===== config.mk =====
export PLATFORM = sky130hd
export DESIGN_NAME = wb_stage
export DESIGN_NICKNAME = d
export VERILOG_FILES = /design/src/rtl/wb_pkg.sv /design/src/rtl/wb_delay_line.sv /design/src/rtl/wb_stage.sv
export SDC_FILE = /design/constraint.sdc
export NUM_CORES = 1
export LEC_CHECK = 0
export ABC_AREA = 1
export CORE_ASPECT_RATIO = 2
export CORE_MARGIN = 2
export CORE_UTILIZATION = 25
export CTS_CLUSTER_SIZE = 16
export DETAILED_ROUTE_END_ITERATION = 7
export MAX_ROUTING_LAYER = met4
export PLACE_DENSITY = 0.58
export SLEW_MARGIN = 30
export SYNTH_ARGS = -nofsm -noshare
export SYNTH_HDL_FRONTEND = slang
export SYNTH_HIERARCHICAL = 1
export SYNTH_SLANG_ARGS = --single-unit

===== constraint.sdc =====
create_clock -name clk -period 1.6 [get_ports clk]
set_input_delay 0.16 -clock clk [delete_from_list [all_inputs] [get_ports clk]]
set_output_delay 0.16 -clock clk [all_outputs]
set_load 0.05 [all_outputs]

===== src/rtl/wb_pkg.sv =====
// Shared types and constants for the write-back stage: result-select encodings,
// the in-flight slot record and the write-back mux helper.
package wb_pkg;

  localparam int DEFAULT_ALIGN_DEPTH = 2;
  localparam int RD_W                = 5;
  localparam int XLEN                = 32;
  localparam logic [XLEN-1:0] PC_INCR = 32'd4;

  typedef enum logic [1:0] {
    WB_SEL_ALU  = 2'b00,
    WB_SEL_MEM  = 2'b01,
    WB_SEL_VDOT = 2'b10,
    WB_SEL_PC4  = 2'b11
  } wb_sel_e;

  // One instruction travelling through the alignment delay line
  typedef struct packed {
    logic            live;
    logic [XLEN-1:0] pc;
    logic [XLEN-1:0] inst;
    logic [RD_W-1:0] rd;
    logic            we;
  } slot_t;

  function automatic logic [XLEN-1:0] wb_select(
    input logic [1:0]      sel,
    input logic [XLEN-1:0] alu,
    input logic [XLEN-1:0] mem,
    input logic [XLEN-1:0] vdot,
    input logic [XLEN-1:0] pc
  );
    logic [XLEN-1:0] res;
    case (wb_sel_e'(sel))
      WB_SEL_ALU:  res = alu;
      WB_SEL_MEM:  res = mem;
      WB_SEL_VDOT: res = vdot;
      default:     res = pc + PC_INCR;
    endcase
    return res;
  endfunction

endpackage


===== src/rtl/wb_delay_line.sv =====
// Fixed-depth shift register that delays instruction control until the
// execute results for that instruction become valid.
module wb_delay_line
  import wb_pkg::*;
#(
  parameter int ALIGN_DEPTH = DEFAULT_ALIGN_DEPTH
) (
  input  logic                        clk,
  input  logic                        rst,
  input  slot_t                       slot_in,
  output slot_t                       last_slot,
  output logic [RD_W*ALIGN_DEPTH-1:0] rd_taps,
  output logic [ALIGN_DEPTH-1:0]      live_we_taps
);

  slot_t slots [ALIGN_DEPTH];

  // Whole records are cleared on reset so the hazard taps read zero too
  always_ff @(posedge clk) begin
    if (rst) begin
      for (int k = 0; k < ALIGN_DEPTH; k++) begin
        slots[k] <= '0;
      end
    end else begin
      slots[0] <= slot_in;
      for (int k = 1; k < ALIGN_DEPTH; k++) begin
        slots[k] <= slots[k-1];
      end
    end
  end

  assign last_slot = slots[ALIGN_DEPTH-1];

  always_comb begin
    rd_taps      = '0;
    live_we_taps = '0;
    for (int k = 0; k < ALIGN_DEPTH; k++) begin
      rd_taps[RD_W*k +: RD_W] = slots[k].rd;
      live_we_taps[k]         = slots[k].live & slots[k].we;
    end
  end

endmodule


===== src/rtl/wb_stage.sv =====
// Write-back stage: aligns EXE control with delayed results, selects the
// register-file write value, and keeps retire/cycle counters.
module wb_stage
  import wb_pkg::*;
#(
  parameter int ALIGN_DEPTH = DEFAULT_ALIGN_DEPTH,
  parameter int CNT_W       = 32
) (
  input  logic                        clk,
  input  logic                        rst,
  input  logic                        valid_EXE,
  input  logic                        flush_EXE,
  input  logic [31:0]                 PC_EXE_Hazard,
  input  logic [31:0]                 inst_EXE_Hazard,
  input  logic [4:0]                  rdAddr_EXE_Hazard,
  input  logic                        regWrite_EXE_Hazard,
  input  logic [31:0]                 ALUOut_EXE,
  input  logic [31:0]                 MemDataOut_EXE,
  input  logic [31:0]                 VDOTOut_EXE,
  input  logic [1:0]                  dataToReg_EXE,
  output logic                        valid_WB,
  output logic                        regWrite_WB,
  output logic [4:0]                  rdAddr_WB,
  output logic [31:0]                 wbData_WB,
  output logic [31:0]                 PC_WB,
  output logic [31:0]                 inst_WB,
  output logic [5*ALIGN_DEPTH-1:0]    rdAddr_pipe,
  output logic [ALIGN_DEPTH-1:0]      rdValid_pipe,
  output logic [CNT_W-1:0]            retired_cnt,
  output logic [CNT_W-1:0]            cycle_cnt
);

  if (ALIGN_DEPTH < 1 || ALIGN_DEPTH > 4) begin : g_bad_depth
    $error("wb_stage: ALIGN_DEPTH must be in 1..4");
  end

  slot_t           entry;
  slot_t           last;
  logic [31:0]     wb_mux;

  // Writes to x0 are dropped at entry so neither taps nor commit ever see them
  always_comb begin
    entry      = '0;
    entry.live = valid_EXE & ~flush_EXE;
    entry.pc   = PC_EXE_Hazard;
    entry.inst = inst_EXE_Hazard;
    entry.rd   = rdAddr_EXE_Hazard;
    entry.we   = regWrite_EXE_Hazard & (rdAddr_EXE_Hazard != '0);
  end

  wb_delay_line #(
    .ALIGN_DEPTH (ALIGN_DEPTH)
  ) u_delay (
    .clk          (clk),
    .rst          (rst),
    .slot_in      (entry),
    .last_slot    (last),
    .rd_taps      (rdAddr_pipe),
    .live_we_taps (rdValid_pipe)
  );

  assign wb_mux = wb_select(dataToReg_EXE, ALUOut_EXE, MemDataOut_EXE, VDOTOut_EXE, last.pc);

  // Dead slots still load address/data fields; only valid/write are gated
  always_ff @(posedge clk) begin
    if (rst) begin
      valid_WB    <= 1'b0;
      regWrite_WB <= 1'b0;
      rdAddr_WB   <= '0;
      wbData_WB   <= '0;
      PC_WB       <= '0;
      inst_WB     <= '0;
    end else begin
      valid_WB    <= last.live;
      regWrite_WB <= last.live & last.we;
      rdAddr_WB   <= last.rd;
      wbData_WB   <= wb_mux;
      PC_WB       <= last.pc;
      inst_WB     <= last.inst;
    end
  end

  always_ff @(posedge clk) begin
    if (rst) begin
      cycle_cnt   <= '0;
      retired_cnt <= '0;
    end else begin
      cycle_cnt   <= cycle_cnt + CNT_W'(1);
      retired_cnt <= retired_cnt + CNT_W'(valid_WB);
    end
  end

endmodule


==> out/qor.txt <==
Clock Path Buffers = 3
Fmax = 613.0 MHz
Root Buffer = clkbuf_16
Row Count = 115
Worst EP arrival = 2.07 ns
Critical path type = reg2reg
Hold Crit Depth = 3
Vias/cell = 4.112
Final Instance Area = 17470 µm²
Final Hold Violating Endpoints = 0
# setup viols final = 2
Clock Skew = 0.01205 ns
Placed cells = 2577
Layout Nets = 2148
Leakage = 7.608 nW
I/O Buffers = 350
Post-synthesis simple-gate area fraction = 0.2547
Min Hold Slack = 0.03861 ns
Core area = 49210 µm²
Initial antenna violation count = 3
Final Non-Filler Cells = 2641
Max-slew violations = 0
Overall Power = 17.30 mW
RSZ-0062 raised after global routing = true
Layout fillers = 5263
Crit-path max FO = 4
First-pass GRT wire length = 62710 µm
# hold bufs at CTS = 0
Finished Core Util = 0.3550
Clk Latency, worst-skew pair = 0.57 ns
Hold crit path type = in2reg
Adder and majority gate portion of the synthesized area = 0.004012
H-tree Lvls = 1
Post-synthesis cell area = 12470 µm²
Drc violations = 0
Remaining global-route overflow = 0
Mux cell area share after synthesis = 0
Startpoint types = flip-flop
Synthesis Warnings = 6
Clock-pin slew on the worst setup and hold paths = 0.07 ns
Clock period minus worst slack = 1.631 ns
Tcrit/Tclk final = 1.020
Vias in the first global route = 11030
Routed WL = 42200 µm
RD Place Congestion = 0.8887
# clock sinks = 309
Routed via count = 10860
PnR worst setup slack = -0.03144 ns
Ports = 351
PwrDens = 990.0 nW/µm²
Distinct cells, synth = 40
Max_cap viols = 0
Largest net degree at the start of global routing = 124
Syn avg cell area = 7.597 µm²
CTS buffer count = 31
Max VDD drop = 731.7 µV
Syn Nets = 1818
Largest family of logic cells by synthesized area = simple AND/OR/NAND/NOR gates
Post-synthesis compound-gate area fraction = 0.07803
Setup TNS = -0.04839 ns
Violated checks = negative setup slack
XOR/XNOR Fraction of Synth Area = 0.005617
Outcome = finished, violations left
Drt first pass iters = 4
Area grow syn2layout = 40.06%
Total die area = 51810 µm²
Post-route ant nets = 0
Seq cells post-synth = 309
Mapped Cells = 1642
Max transition margin = 0.5790
Placed cell areas = 16190 µm²
Storage cell area = 6237 µm²
Die W = 162.0 µm
Starting DRC count in detailed routing = 468
Drt wl/cell = 15.98 µm
Layout cells sized above 1 = 0.2189
Post-Place Worst Slack = -0.2239 ns
Endpoint type of the worst setup path = flip-flop
Required time worst endpoint = 2.04 ns
Die Y = 319.9 µm
Seq/Total Area, Yosys = 0.4959
DP Wirelength = 33350 µm
CTS tree = yes
Worst-margin pin slew = 0.6315 ns
Gr usage total = 0.1625
Multi-input logic area = 4522 µm²
Initial core utilization = 0.2535
Cells on worst reg2reg path = 6
[path summary, 6_finish.rpt]
check,slack [ns],endpoint,start
setup / recovery,-0.03,cycle_cnt[27]$_SDFF_PP0_,cycle_cnt[23]$_SDFF_PP0_
hold / removal,0.04,wbData_WB[31]$_SDFF_PP0_,rst
setup reg to reg,-0.03,cycle_cnt[27]$_SDFF_PP0_,cycle_cnt[23]$_SDFF_PP0_
hold reg to reg,0.40,u_delay/slots[0][134]$_SDFF_PP0_,u_delay/slots[0][63]$_SDFF_PP0_
[routing by layer]
| metal | routed length, µm | up-vias | global-route usage |
|---|---|---|---|
| met5 | 0 | - | - |
| met3 | 2664 | 75 | 0.03489 |
| li1 | - | 5537 | - |
| met2 | 21820 | 336 | 0.2965 |
| met4 | 1640 | 0 | 0.06391 |
| met1 | 16070 | 4912 | 0.1679 |
[sequential cells by signal, summed over array words and instances (netlist names)]
signal / flops
wbData_WB: 32
regWrite_WB: 1
rdAddr_WB: 5
valid_WB: 1
cycle_cnt: 32
PC_WB: 32
u_delay/slots: 142
retired_cnt: 32
inst_WB: 32
[cell usage after synthesis]
| master | instances | area (µm²) |
|---|---|---|
| nor3b_1 | 6 | 45.04 |
| nand3_4 | 1 | 17.52 |
| clkbuf_1 | 15 | 56.30 |
| or4_1 | 1 | 7.510 |
| nor2_8 | 3 | 60.06 |
| inv_1 | 296 | 1111 |
| nand4_1 | 13 | 81.33 |
| o2111ai_1 | 3 | 26.28 |
| nand2_4 | 3 | 33.78 |
| inv_2 | 4 | 15.01 |
| or2_1 | 1 | 6.260 |
| nor3_1 | 12 | 60.06 |
| a31oi_1 | 4 | 25.02 |
| clkbuf_8 | 1 | 13.76 |
| a221oi_1 | 1 | 8.760 |
| buf_1 | 1 | 3.750 |
| nor3_2 | 3 | 30.03 |
| nand2_2 | 11 | 68.82 |
| nand3_1 | 46 | 230.2 |
| a21oi_1 | 100 | 500.5 |
| buf_2 | 15 | 75.07 |
| o21ai_1 | 1 | 5.000 |
| clkinv_1 | 1 | 3.750 |
| ha_1 | 4 | 50.05 |
| dfxtp_1 | 309 | 6186 |
| nor2_4 | 15 | 168.9 |
| o21ai_0 | 36 | 180.2 |
| nand2_1 | 259 | 972.2 |
| buf_6 | 9 | 101.4 |
| o21a_1 | 6 | 45.04 |
| and2_1 | 1 | 6.260 |
| a21o_1 | 1 | 7.510 |
| xor2_1 | 8 | 70.07 |
| a22o_1 | 20 | 175.2 |
| buf_4 | 85 | 638.1 |
| nand3_2 | 2 | 20.02 |
| nor3_4 | 1 | 16.27 |
| nand3b_1 | 11 | 82.58 |
| nor2_2 | 8 | 50.05 |
| nor2_1 | 325 | 1220 |
[cell type report]
class | count | share of cell area
Tap cell | 643 | 0.04605
Clock buffer | 42 | 0.05020
Clock inverter | 15 | 0.008307
Inverter | 301 | 0.06467
Sequential cell | 309 | 0.3570
Timing Repair Buffer | 423 | 0.2147
Antenna cell | 2 | 0.0002865
Multi-Input combinational cell | 906 | 0.2588
[report_power, final]
part | switching [mW] | total, mW | internal [mW]
registers | 0.115 | 8.08 | 7.97
logic | 1.05 | 1.82 | 0.776
clock network | 3.22 | 7.39 | 4.17
[cells in the final DEF, fill, tap and decap left out, types with 6 or more instances in the layout]
| master | instances |
|---|---|
| nand3b_1 | 11 |
| clkdlybuf4s50_1 | 170 |
| dfxtp_2 | 29 |
| o21ai_0 | 30 |
| o21a_1 | 6 |
| buf_12 | 11 |
| nand3_1 | 45 |
| nor3_2 | 6 |
| clkbuf_8 | 7 |
| clkbuf_16 | 31 |
| buf_4 | 236 |
| dfxtp_1 | 276 |
| a21oi_1 | 95 |
| nand4_1 | 13 |
| nor3_1 | 8 |
| nand2_2 | 18 |
| inv_1 | 293 |
| nor2_4 | 21 |
| clkinv_2 | 7 |
| nor2_2 | 22 |
| a22o_1 | 20 |
| xor2_1 | 7 |
| inv_2 | 7 |
| nand2_1 | 249 |
| nor2_1 | 305 |
[what timing repair did]
item,CTS,global route
pin swaps,4,30
endpoints found under the setup margin,21,55
buffers inserted,2,3
resized for setup,19,65
[worst max-delay path, stage by stage (launching register included)]
cell and delay (ns):
dfxtp_1 0.41, inv_1 0.08, nor3_1 0.42, nor3b_1 0.38
nand2_1 0.09, nand2_1 0.07, a21oi_1 0.05
[cells by family after synthesis]
family          count (synthesis)
simple gates                  722
buf+inv                       427
flops                         309
compound gates                172
xor+xnor                        8
fa+ha+maj                       4
No activity file was read; power rests on OpenSTA's default activity.
